[config.mk]
export PLATFORM = sky130hd
export DESIGN_NAME = instr_fetch_unit
export DESIGN_NICKNAME = d
export VERILOG_FILES = /design/src/rtl/cpu_pkg.sv /design/src/rtl/ifu_pc_reg.sv /design/src/rtl/instr_fetch_unit.sv
export SDC_FILE = /design/constraint.sdc
export NUM_CORES = 1
export LEC_CHECK = 0
export ABC_AREA = 1
export BUFFER_PORTS_ARGS = -buffer_cell sky130_fd_sc_hd__clkbuf_2
export CAP_MARGIN = 20
export CORE_ASPECT_RATIO = 1.2
export CORE_MARGIN = 2
export CORE_UTILIZATION = 45
export DETAILED_ROUTE_END_ITERATION = 16
export PLACE_DENSITY = 0.73
export SYNTH_ARGS = -nofsm -noshare
export SYNTH_HDL_FRONTEND = slang
export SYNTH_SLANG_ARGS = --single-unit
[constraint.sdc]
create_clock -name clk -period 3.18 [get_ports clk]
set_input_delay 0.318 -clock clk [delete_from_list [all_inputs] [get_ports clk]]
set_output_delay 0.318 -clock clk [all_outputs]
set_load 0.01 [all_outputs]
[src/rtl/cpu_pkg.sv]
// rtl/cpu_pkg.sv - shared fetch constants, instruction field positions and fetch-state enum
package cpu_pkg;

    localparam int INSTR_W = 32;

    // Register-index fields of the instruction word
    localparam int RS_MSB    = 25;
    localparam int RS_LSB    = 21;
    localparam int RT_MSB    = 20;
    localparam int RT_LSB    = 16;
    localparam int REG_IDX_W = RS_MSB - RS_LSB + 1;

    localparam logic [31:0] DEFAULT_RESET_PC = 32'h0000_0000;

    typedef enum logic [1:0] {
        ST_IDLE = 2'd0,
        ST_REQ  = 2'd1,
        ST_HOLD = 2'd2,
        ST_ERR  = 2'd3
    } fetch_state_e;

endpackage

[src/rtl/ifu_pc_reg.sv]
// rtl/ifu_pc_reg.sv - fetch PC register, +4 adder and squashed-redirect target latch
module ifu_pc_reg
    import cpu_pkg::*;
#(
    parameter int                ADDR_W   = 32,
    parameter logic [ADDR_W-1:0] RESET_PC = ADDR_W'(DEFAULT_RESET_PC)
) (
    input  logic              clk,
    input  logic              rst,
    input  logic              load_seq,
    input  logic              load_redirect,
    input  logic              load_target,
    input  logic              squash_set,
    input  logic              squash_clr,
    input  logic [ADDR_W-1:0] redirect_pc,
    input  logic [ADDR_W-1:0] id_pc,
    output logic [ADDR_W-1:0] pc,
    output logic [ADDR_W-1:0] id_pc_plus4,
    output logic              squash
);

    localparam logic [ADDR_W-1:0] PC_STEP = ADDR_W'(4);

    logic [ADDR_W-1:0] pc_d;
    logic [ADDR_W-1:0] pc_q;
    logic [ADDR_W-1:0] target_d;
    logic [ADDR_W-1:0] target_q;
    logic              squash_d;
    logic              squash_q;

    // Sequential successor of the held instruction; wraps modulo 2^ADDR_W
    assign id_pc_plus4 = id_pc + PC_STEP;

    // Next PC: a live redirect beats a pending squash target, which beats sequential flow
    always_comb begin
        pc_d     = pc_q;
        target_d = target_q;
        squash_d = squash_q;
        if (load_redirect) begin
            pc_d = redirect_pc;
        end else if (load_target) begin
            pc_d = target_q;
        end else if (load_seq) begin
            pc_d = id_pc_plus4;
        end
        // A later redirect overwrites the latched target so the last one wins
        if (squash_set) begin
            squash_d = 1'b1;
            target_d = redirect_pc;
        end else if (squash_clr) begin
            squash_d = 1'b0;
        end
    end

    // PC, target and squash state registers
    always_ff @(posedge clk or negedge rst) begin
        if (!rst) begin
            pc_q     <= RESET_PC;
            target_q <= '0;
            squash_q <= 1'b0;
        end else begin
            pc_q     <= pc_d;
            target_q <= target_d;
            squash_q <= squash_d;
        end
    end

    assign pc     = pc_q;
    assign squash = squash_q;

endmodule

[src/rtl/instr_fetch_unit.sv]
// rtl/instr_fetch_unit.sv - single-outstanding instruction fetch FSM (IFU_ALIGN_CHECK_EN enables misaligned-redirect trap)
module instr_fetch_unit
    import cpu_pkg::*;
#(
    parameter logic [31:0] RESET_PC = DEFAULT_RESET_PC,
    parameter int          ADDR_W   = 32
) (
    input  logic                 clk,
    input  logic                 rst,
    output logic                 imem_req,
    output logic [ADDR_W-1:0]    imem_addr,
    input  logic                 imem_ack,
    input  logic [INSTR_W-1:0]   imem_rdata,
    input  logic                 redirect,
    input  logic [ADDR_W-1:0]    redirect_pc,
    output logic                 id_valid,
    input  logic                 id_ready,
    output logic [INSTR_W-1:0]   id_instr,
    output logic [ADDR_W-1:0]    id_pc,
    output logic [ADDR_W-1:0]    id_pc_plus4,
    output logic [REG_IDX_W-1:0] id_rs,
    output logic [REG_IDX_W-1:0] id_rt,
    output logic                 fetch_err
);

    fetch_state_e        state_d;
    fetch_state_e        state_q;
    logic [INSTR_W-1:0]  id_instr_d;
    logic [INSTR_W-1:0]  id_instr_q;
    logic [ADDR_W-1:0]   id_pc_d;
    logic [ADDR_W-1:0]   id_pc_q;
    logic [ADDR_W-1:0]   pc;
    logic [ADDR_W-1:0]   redirect_tgt;
    logic                squash;
    logic                redirect_bad;
    logic                load_seq;
    logic                load_redirect;
    logic                load_target;
    logic                squash_set;
    logic                squash_clr;

    // Fetch addresses are always word aligned
    assign redirect_tgt = {redirect_pc[ADDR_W-1:2], 2'b00};

`ifdef IFU_ALIGN_CHECK_EN
    assign redirect_bad = |redirect_pc[1:0];
    assign fetch_err    = (state_q == ST_ERR);
`else
    logic align_bits_unused;
    assign align_bits_unused = ^redirect_pc[1:0];
    assign redirect_bad      = 1'b0;
    assign fetch_err         = 1'b0;
`endif

    ifu_pc_reg #(
        .ADDR_W   (ADDR_W),
        .RESET_PC (ADDR_W'(RESET_PC))
    ) u_pc_reg (
        .clk           (clk),
        .rst           (rst),
        .load_seq      (load_seq),
        .load_redirect (load_redirect),
        .load_target   (load_target),
        .squash_set    (squash_set),
        .squash_clr    (squash_clr),
        .redirect_pc   (redirect_tgt),
        .id_pc         (id_pc_q),
        .pc            (pc),
        .id_pc_plus4   (id_pc_plus4),
        .squash        (squash)
    );

    // Next-state, PC control and decode-register capture
    always_comb begin
        state_d       = state_q;
        id_instr_d    = id_instr_q;
        id_pc_d       = id_pc_q;
        load_seq      = 1'b0;
        load_redirect = 1'b0;
        load_target   = 1'b0;
        squash_set    = 1'b0;
        squash_clr    = 1'b0;
        case (state_q)
            ST_IDLE: begin
                // Any ack seen here belongs to a request abandoned by reset
                state_d = ST_REQ;
                if (redirect) begin
                    if (redirect_bad) begin
                        state_d = ST_ERR;
                    end else begin
                        load_redirect = 1'b1;
                    end
                end
            end
            ST_REQ: begin
                if (redirect) begin
                    if (redirect_bad) begin
                        state_d    = ST_ERR;
                        squash_clr = 1'b1;
                    end else if (imem_ack) begin
                        // Response arrived with the redirect: drop it, refetch at target
                        load_redirect = 1'b1;
                        squash_clr    = 1'b1;
                    end else begin
                        // Keep the outstanding request alive; its response gets dropped
                        squash_set = 1'b1;
                    end
                end else if (imem_ack) begin
                    if (squash) begin
                        load_target = 1'b1;
                        squash_clr  = 1'b1;
                    end else begin
                        id_instr_d = imem_rdata;
                        id_pc_d    = pc;
                        state_d    = ST_HOLD;
                    end
                end
            end
            ST_HOLD: begin
                // Redirect wins over a same-cycle handshake: the held word is dropped
                if (redirect) begin
                    if (redirect_bad) begin
                        state_d = ST_ERR;
                    end else begin
                        load_redirect = 1'b1;
                        state_d       = ST_REQ;
                    end
                end else if (id_ready) begin
                    load_seq = 1'b1;
                    state_d  = ST_REQ;
                end
            end
            ST_ERR: begin
                state_d = ST_ERR;
            end
            default: begin
                state_d = ST_IDLE;
            end
        endcase
    end

    // FSM state and decode-stage holding registers
    always_ff @(posedge clk or negedge rst) begin
        if (!rst) begin
            state_q    <= ST_IDLE;
            id_instr_q <= '0;
            id_pc_q    <= '0;
        end else begin
            state_q    <= state_d;
            id_instr_q <= id_instr_d;
            id_pc_q    <= id_pc_d;
        end
    end

    assign imem_req  = (state_q == ST_REQ);
    assign imem_addr = pc;
    assign id_valid  = (state_q == ST_HOLD);
    assign id_instr  = id_instr_q;
    assign id_pc     = id_pc_q;
    assign id_rs     = id_instr_q[RS_MSB:RS_LSB];
    assign id_rt     = id_instr_q[RT_MSB:RT_LSB];

endmodule

==> out/results.txt <==
outcome -> finished clean
Clock Skews -> 0.0126 ns
Mapped Cells -> 877
area post-placement -> 7620 um2
Fillers -> 1,351
Clock Path Buffers -> 2
Routability Congestion -> 0.917
Finish-stage setup viols -> 0
maximum vdd drop -> 0.395 mV
FF+latch count, synth -> 129
Hold WC Path Type -> in2reg
Leak -> 0.00447 uW
residual DRC count -> 0
final hold viol count -> 0
syn nets -> 947
Comb power frac -> 36.6%
power per cell area -> 995 nW/um2
final wirelength -> 17,800 um
part of the cycle the worst path needs -> 78.4%
DRT iter0 DRCs -> 453
Avg Cell Area, Syn -> 7.50 um2
top_reg_cell synth -> dfrtp_1
min Tclk post-route -> 2.49 ns
Final Instance Area -> 8260 um2
clk root buf -> clkbuf_16
first-pass detailed-route iteration total -> 5
RSZ-0062 raised after global routing -> no
fin nets -> 1,131
area delta synth->final -> 25.6%
WL per Instance -> 14.3 um
all-layer global routing usage -> 23.5%
startpoint types -> flip-flop
die height -> 136 um
top post-synthesis cells by count -> nand2_1, dfrtp_1, inv_1
Detailed Place HPWL -> 12,900 um
antenna viol nets, final -> 0
largest net degree at the start of global routing -> 59
dpl ws -> 1.09 ns
Sink Count -> 129
Finished Layout Cells -> 1,250
EDFF count, synth -> 0
initial antenna violation count -> 1
clk_lat worst skew -> 0.41 ns
Flop pwr share -> 38.1%
crit path DAT -> 2.17 ns
vias in the first global route -> 5,684
Initial Util -> 45.8%
Area contributors post-synth -> dfrtp_1, nand2_1, inv_1
vias per inst -> 4.94
Seq/Total Area, Yosys -> 49.1%
Rows -> 48
Overflow after GRT -> 0
DIE AREA -> 15,600 um2
clock buffer count from CTS -> 17
Crit Path Class -> reg2out
Yosys warnings -> 0
Max Clk Rate -> 401 MHz
first-pass GRT wire length -> 28,300 um
cell with the most instances after synthesis -> nand2_1
core area -> 14,400 um2
I/O Buffers -> 206
Worst Path Required -> 2.86 ns
synthesized cell area -> 6580 um2
FFs w/ async S/R, synth -> 100%
Setup Buffers After CTS -> 0
setup TNS -> 0 ns
Worst-path clk slew -> 0.06 ns
Worst slew margin -> 45.2%
largest fanout on the critical path -> 4
R2R Setup Slk -> 1.08 ns
largest area contributor in the netlist -> dfrtp_1
share of cells above drive strength 1 -> 25.0%
dpl cells -> 1,216
CTS H-Tree Depth -> 4
Pint -> 4960 uW
Die X -> 114 um
routed vias -> 6,177
sw frac -> 39.7%
fin worst setup slack -> 0.688 ns
Setup crit end kind -> output pin
Top-Level Pins -> 210
Slew Viols, Final -> 0
CTS-repair resized insts -> 0
Yosys top cell area share -> 49.1%
Clk pwr share -> 25.3%
Switch Pwr -> 3270 uW
Worst-Margin Slew -> 0.819 ns
Cell variety after synth -> 30
CTS tree -> built
max_cap viols -> 0
Hold Buf Count CTS -> 1
-- path summary, 6_finish.rpt --
kind | startpoint | to | cells past startpoint
worst max-delay path | id_pc[2]$_DFFE_PN0P_ | id_pc_plus4[24] | 8
worst min-delay path | imem_rdata[8] | id_instr[8]$_DFFE_PN0P_ | 3
worst max register to register | state_q[1]$_DFFE_PN0P_ | u_pc_reg.pc[17]$_DFFE_PN0P_ | 9
worst min register to register | id_instr[4]$_DFFE_PN0P_ | id_instr[4]$_DFFE_PN0P_ | 2
max in group asynchronous | rst | id_pc[20]$_DFFE_PN0P_ | 3
min in group asynchronous | rst | id_instr[4]$_DFFE_PN0P_ | 2
-- stage by stage --
step                hold WS, ns  total power [uW]  utilization [%]
floorplan                0.0224              4850                -
global placement          0.325              6070             53.1
detailed placement        0.327              6160             53.1
CTS                      0.0852              8270             57.5
global route             0.0948              8840             57.6
finish                    0.100              8230             57.6
-- cells in the final DEF (no fill, tap or decap), types with 5 or more instances in the layout --
master and instances:
dfrtp_1 129, inv_1 92, clkinvlp_4 5, o21ai_0 50, a21oi_1 26, buf_4 7, clkbuf_16 17, nand2_1 297
nor2_1 68, o21ai_1 61, o21bai_1 6, clkinv_1 9, nand3_1 36, clkbuf_2 205, inv_2 8, nor2_2 7
xnor2_1 5
-- metal layers --
metal / up-vias / wire [um] / global-route usage [%]
met5: - / 0 / 0
met4: 0 / 612 / 11.4
met3: 36 / 1180 / 5.35
met2: 243 / 8370 / 37.1
met1: 2801 / 7660 / 30.7
li1: 3097 / - / -
-- power by group through the flow --
stage / combinational [uW] / clock [uW] / sequential (uW)
5_1_grt: 3400 / 2200 / 3240
3_5_place_dp: 3030 / 0 / 3130
6_report: 3010 / 2080 / 3130
3_3_place_gp: 2960 / 0 / 3110
4_1_cts: 3040 / 2120 / 3120
2_1_floorplan: 1580 / 0 / 3260
-- layout make-up --
type                            count  area (um2)  area share, %
Antenna cell                        1        2.50         0.0303
Inverter                          109         409           4.95
Clock buffer                       17         425           5.15
Tap cell                          175         219           2.65
Clock inverter                     15         209           2.53
Sequential cell                   129        3230           39.1
Multi-Input combinational cell    589        2640           32.0
Timing Repair Buffer              215        1130           13.7
-- state kept, by name, indices dropped and copies added, names as in the netlist --
register           flops
u_pc_reg.pc           32
state_q                2
u_pc_reg.squash        1
id_pc                 32
id_instr              32
u_pc_reg.target_q     30
-- cell families after synthesis --
group,count (synthesis),synth area share [%]
adders and majority gates,1,0.190
AOI/OAI and AO/OA,153,12.2
DFF,129,49.1
xor gates and xnor gates,7,0.932
buffers and inverters,159,10.8
other,1,0.0570
and+or+nand+nor,423,26.1
muxes,4,0.685
-- worst max-delay path, cell delays in order (launching register included) --
cell	delay, ns
dfrtp_1	0.41
ha_1	0.23
nand2_1	0.09
nor2_2	0.17
nand2_1	0.15
nor2_1	0.31
nand3_1	0.15
nand2_1	0.11
clkbuf_2	0.13
(Power assumes the default switching activity.)
